===== config.mk =====
export PLATFORM = sky130hd
export DESIGN_NAME = alu_result_reader
export DESIGN_NICKNAME = d
export VERILOG_FILES = /design/src/rtl/alu_result_reader.sv
export SDC_FILE = /design/constraint.sdc
export NUM_CORES = 1
export LEC_CHECK = 0
export ABC_AREA = 0
export CAP_MARGIN = 25
export CELL_PAD_IN_SITES_DETAIL_PLACEMENT = 0
export CELL_PAD_IN_SITES_GLOBAL_PLACEMENT = 1
export CORE_ASPECT_RATIO = 1.75
export CORE_MARGIN = 4
export CORE_UTILIZATION = 35
export CTS_CLUSTER_DIAMETER = 100
export DETAILED_ROUTE_END_ITERATION = 16
export MAX_ROUTING_LAYER = met4
export PLACE_DENSITY_LB_ADDON = 0.2
export SYNTH_ARGS = -nofsm -noshare
export SYNTH_HDL_FRONTEND = slang
export SYNTH_SLANG_ARGS = --single-unit

===== constraint.sdc =====
create_clock -name clk -period 2.2 [get_ports clk]
set_clock_uncertainty 0.2 [all_clocks]
set_input_delay 0.44 -clock clk [delete_from_list [all_inputs] [get_ports clk]]
set_output_delay 0.44 -clock clk [all_outputs]
set_load 0.02 [all_outputs]

===== src/rtl/alu_result_reader.sv =====
// Streams CPU ALU result words to a host one byte at a time, LSB first, over a four-phase ack handshake.
// Define RESULT_CHKSUM_EN to append an XOR-of-data-bytes checksum byte after each word.
module alu_result_reader #(
    parameter int DATAWIDTH = 32
) (
    input  logic                 clk,
    input  logic                 rst,
    input  logic                 res_valid,
    input  logic [DATAWIDTH-1:0] res_data,
    input  logic                 byte_ack,
    output logic [7:0]           byte_out,
    output logic                 byte_valid,
    output logic                 busy,
    output logic                 overflow
);
    localparam int NBYTES = DATAWIDTH / 8;
`ifdef RESULT_CHKSUM_EN
    localparam int LAST_IDX = NBYTES;
`else
    localparam int LAST_IDX = NBYTES - 1;
`endif

    typedef enum logic [1:0] {
        IDLE     = 2'd0,
        PRESENT  = 2'd1,
        WAIT_REL = 2'd2
    } state_t;

    state_t               state_q, state_d;
    logic [DATAWIDTH-1:0] shift_q, shift_d;
    logic [DATAWIDTH-1:0] hold_q, hold_d;
    logic                 hold_vld_q, hold_vld_d;
    logic [3:0]           idx_q, idx_d;
    logic                 overflow_q, overflow_d;
    logic [7:0]           byte_out_q, byte_out_d;
    logic                 byte_valid_q, byte_valid_d;
    logic                 busy_q, busy_d;
    logic                 take_s, drop_s;

`ifdef RESULT_CHKSUM_EN
    logic [7:0] chk_q, chk_d;

    function automatic logic [7:0] xor_bytes(input logic [DATAWIDTH-1:0] w);
        logic [7:0] acc;
        acc = 8'h00;
        for (int i = 0; i < NBYTES; i++) begin
            acc = acc ^ w[8*i +: 8];
        end
        return acc;
    endfunction
`endif

    // A strobe goes to the holding register unless IDLE consumes it directly; in IDLE a
    // pending word moves to the shifter in the same cycle, so the holding slot is free again.
    assign take_s = res_valid && (hold_vld_q ? (state_q == IDLE) : (state_q != IDLE));
    assign drop_s = res_valid && hold_vld_q && (state_q != IDLE);

    // Next-state, datapath and registered-output values
    always_comb begin
        state_d    = state_q;
        shift_d    = shift_q;
        hold_d     = take_s ? res_data : hold_q;
        hold_vld_d = hold_vld_q;
        idx_d      = idx_q;
        overflow_d = overflow_q | drop_s;
`ifdef RESULT_CHKSUM_EN
        chk_d      = chk_q;
`endif
        case (state_q)
            IDLE: begin
                if (hold_vld_q) begin
                    shift_d    = hold_q;
                    hold_vld_d = 1'b0;
                    idx_d      = 4'd0;
                    state_d    = PRESENT;
`ifdef RESULT_CHKSUM_EN
                    chk_d      = xor_bytes(hold_q);
`endif
                end else if (res_valid) begin
                    shift_d    = res_data;
                    idx_d      = 4'd0;
                    state_d    = PRESENT;
`ifdef RESULT_CHKSUM_EN
                    chk_d      = xor_bytes(res_data);
`endif
                end else begin
                    state_d    = IDLE;
                end
            end
            PRESENT: begin
                if (byte_ack) begin
                    state_d = WAIT_REL;
                end else begin
                    state_d = PRESENT;
                end
            end
            WAIT_REL: begin
                if (!byte_ack) begin
                    if (idx_q == 4'(LAST_IDX)) begin
                        state_d = IDLE;
                    end else begin
                        idx_d   = idx_q + 4'd1;
                        state_d = PRESENT;
`ifdef RESULT_CHKSUM_EN
                        if (idx_q == 4'(NBYTES - 1)) begin
                            shift_d = {{(DATAWIDTH-8){1'b0}}, chk_q};
                        end else begin
                            shift_d = shift_q >> 8;
                        end
`else
                        shift_d = shift_q >> 8;
`endif
                    end
                end else begin
                    state_d = WAIT_REL;
                end
            end
            default: begin
                state_d = IDLE;
            end
        endcase
        hold_vld_d   = hold_vld_d | take_s;
        byte_valid_d = (state_d == PRESENT);
        byte_out_d   = (state_d == PRESENT) ? shift_d[7:0] : 8'h00;
        busy_d       = (state_d != IDLE) | hold_vld_d;
    end

    // State, storage and output registers with synchronous reset
    always_ff @(posedge clk) begin
        if (rst) begin
            state_q      <= IDLE;
            shift_q      <= '0;
            hold_q       <= '0;
            hold_vld_q   <= 1'b0;
            idx_q        <= 4'd0;
            overflow_q   <= 1'b0;
            byte_out_q   <= 8'h00;
            byte_valid_q <= 1'b0;
            busy_q       <= 1'b0;
`ifdef RESULT_CHKSUM_EN
            chk_q        <= 8'h00;
`endif
        end else begin
            state_q      <= state_d;
            shift_q      <= shift_d;
            hold_q       <= hold_d;
            hold_vld_q   <= hold_vld_d;
            idx_q        <= idx_d;
            overflow_q   <= overflow_d;
            byte_out_q   <= byte_out_d;
            byte_valid_q <= byte_valid_d;
            busy_q       <= busy_d;
`ifdef RESULT_CHKSUM_EN
            chk_q        <= chk_d;
`endif
        end
    end

    assign byte_out   = byte_out_q;
    assign byte_valid = byte_valid_q;
    assign busy       = busy_q;
    assign overflow   = overflow_q;

endmodule


==> parameters.txt <==
Parameter                              Value

Final layout
  Number of non-filler instances in the completed layout ... between 500 and 600
  Layout cells sized above 1 ... 0.1516
  P&R area growth vs syn ... 26.14%
  Layout Nets ... between 400 and 500
  Antenna Diode Count ... 0
  Post-layout utilization of the core ... 0.4496

Global route
  Initial antenna violation count ... 0
  Overflow after GRT ... 0
  Number of global-route vias before repair ... 2760
  Largest net degree at the start of global routing ... 54
  Wire length of the first global-routing pass ... 14150 um
  Total routing usage reported by global routing ... 0.1564

STA
  Time the final worst path needs with I/O delays and setup ... between 2000 and 2500 ps
  Max-Slew Margin vs Limit ... 0.5468
  Number of endpoints with negative hold slack in the final report ... 0
  Slew of the pin with the lowest slew margin ... between 600 and 700 ps
  Setup repair after global routing missed its margin ... false
  Maximum achievable frequency ... 484.2 MHz
  Worst-case hold slack ... around 180 ps
  Fin crit share ... 0.9387
  Final WS setup ... roughly 130 ps
  Count of endpoints failing setup in the final report ... 0
  Max-slew violation count ... 0

Worst setup path
  Worst stage delay on the critical path ... 410 ps
  Critical path startpoint category ... flip-flop
  Worst-path cell with the longest stage delay ... or3b_4
  Critical path arrival ... 2090 ps
  Crit path required time ... ~2200 ps
  Cell family with the largest share of critical-path delay ... simple AND/OR/NAND/NOR gates
  Worst setup path class ... flip-flop to flip-flop
  Max Fanout on Critical Path ... 13
  Cells traversed along the worst timing path ... ha_1 > or3b_4 > and2_4 > a221o_1 > and2_1
  Sort of element at the end of the critical path ... flip-flop
  Bufs and invs on worst path ... 0

Die
  Die area ... roughly 0.012 sq mm
  Die X-Extent ... approximately 83 um
  Placement row count ... between 40 and 50
  Starting density of the core ... 0.3565
  Vertical extent of the die ... 140.1 um
  Area inside the core boundary ... between 0.009 and 0.01 sq mm
  Io pins ... 47

Clock network
  Maximum number of buffers from clock root to sink ... 2
  TritonCTS clock tree ... done
  Clock root buffer ... clkbuf_16
  Number of buffers created by CTS ... 9
  Clock slew seen by the registers of the worst setup and hold paths ... roughly 60 ps
  Number of H-tree levels ... 3
  Clk Latency, worst-skew pair ... 330 ps
  Total clock sinks ... 82

Synth
  Syn Inst Count ... around 390
  Synthesized Nets ... between 400 and 500
  Yosys warns ... 0
  Sequential-to-total area share from yosys stat ... 0.4704
  Yosys cell types ... 38
  Synthesis-stage register bit count ... 82
  Synthesized cell area ... 0.003490 sq mm
  Avg Inst Size Synth ... ~8.9 sq um

Routing
  Routed vias ... around 2900
  Number of iterations in the first detailed-routing pass ... 4
  Routed wire per std cell ... between 15 and 20 um
  Remaining antenna violation count ... 0
  Drc violations ... 0
  Total routed wirelength ... ~8600 um
  Via density ... 5.046
  Number of design-rule violations left by the first detailed-router iteration ... 150

Placement
  Port bufs ... 46
  Placed Cells ... 552
  Placed wire-length estimate ... 6022 um
  Pre-CTS setup slack ... -60.65 ps
  Final estimated routing congestion in global placement ... ~0.81

Worst hold path
  Worst min-delay path category ... input port to flip-flop

Power and ir drop
  Power per standard cell area ... approximately 870 mW/mm^2
  Worst supply voltage drop on vdd ... about 0.42 mV
  Leakage power of the design ... between 1.5 and 2 nW

Job
  Max-cap check violation count ... 0

Run status
  Status ... finished, final reports clean
-- final cells by class --
type	count	area, sq um
inverter	1	3.754
clock inverter	3	15.01
clock buffer	12	256.5
tap	125	156.4
fill	984	5388
timing repair buffer	66	630.6
sequential	82	1642
multi-input combinational	278	1698
-- sequential cells by signal, indices dropped and copies added, names as in the netlist --
register / cells
overflow: 1
shift_q: 32
idx_q: 4
hold_q: 32
byte_valid: 1
hold_vld_q: 1
state_q: 2
byte_out: 8
busy: 1
-- metal layers --
layer | GRT usage | part of all wire | up-vias
li1 | - | - | 1445
met1 | 0.1748 | 0.40 | 1339
met4 | 0.06780 | 0.019 | 0
met2 | 0.2686 | 0.53 | 65
met3 | 0.03237 | 0.042 | 12
met5 | - | 0 | -
-- synthesized netlist by cell type (all sizes together) --
master / number / area (sq um)
a221o: 8 / 80.08
ha: 2 / 25.02
or3: 1 / 6.260
dfxtp: 82 / 1642
a21oi: 58 / 290.3
nand2b: 1 / 6.260
nor2: 6 / 25.03
or2: 3 / 18.77
nor2b: 16 / 100.1
a31oi: 1 / 6.260
xnor2: 1 / 8.760
or3b: 1 / 11.26
nor3: 2 / 10.01
clkbuf: 16 / 60.06
o21ai: 1 / 5.000
nand4: 1 / 6.260
a2bb2oi: 1 / 8.760
a22oi: 16 / 120.1
mux2: 24 / 270.3
mux2i: 9 / 90.09
a221oi: 2 / 35.04
nand4b: 1 / 8.760
nand3: 9 / 45.04
a211oi: 8 / 60.06
xor2: 2 / 17.52
nor3b: 2 / 26.28
buf: 14 / 92.58
inv: 1 / 3.750
and2: 10 / 65.06
nand2: 92 / 345.3
-- layout by cell type (no fill, tap or decap), types with 2 or more instances in the layout --
master           synthesis  final
nand2_1                 92     92
dfxtp_1                 82     82
a21oi_1                 58     58
clkdlybuf4s50_1          0     45
mux2_2                  24     24
buf_4                    2     18
nor2b_1                 16     16
a22oi_1                 16     16
and2_1                   9      9
nand3_1                  9      9
mux2i_1                  9      9
clkbuf_16                0      9
a211oi_1                 8      8
a221o_1                  8      8
nor2_1                   5      5
clkinv_2                 0      3
or2_2                    2      2
xor2_1                   2      2
nor3_1                   2      2
ha_1                     2      2
clkbuf_8                 0      2
buf_12                   0      2
-- stage by stage --
stage	setup TNS (ps)	total power [mW]	instance area (sq um)
floorplan	0	2.198	3491
global placement	-324.5	2.471	4124
detailed placement	-286.5	2.477	4124
CTS	0	3.863	4395
global route	0	4.016	4402
finish	0	3.810	4402
-- logic make-up after synthesis --
group / count (synthesis) / synth area share
xor gates and xnor gates: 3 / 0.007531
AOI/OAI and AO/OA: 95 / 0.1735
DFF: 82 / 0.4704
and+or+nand+nor: 145 / 0.1933
adders and majority gates: 2 / 0.007170
buffers and inverters: 31 / 0.04482
muxes: 33 / 0.1033
-- final timing paths --
path                                 start  slack [ps]                  endpoint  depth (start not counted)
setup reg to reg     idx_q[0]$_SDFFE_PP0P_         130    byte_out[3]$_SDFF_PP0_                          5
setup / recovery     idx_q[0]$_SDFFE_PP0P_         130    byte_out[3]$_SDFF_PP0_                          5
hold reg to reg   shift_q[23]$_SDFFE_PP0P_         250  shift_q[23]$_SDFFE_PP0P_                          2
hold / removal                         rst         180     state_q[1]$_SDFF_PP0_                          2
-- power breakdown --
group	switching, mW	internal (mW)	leakage, nW
Clock	0.556	0.813	0.138
Sequential	0.0663	1.63	0.670
Combinational	0.394	0.355	0.815
Total	1.02	2.79	1.62
-- timing repair --
item                                   4_1_cts  5_1_grt
hold buffers                                 0        0
setup endpoints to repair                    0       21
resized for setup                            0        1
buffers inserted                             0        0
endpoints found under the hold margin        0        0
Note: power is estimated with default switching activity, not from simulation.
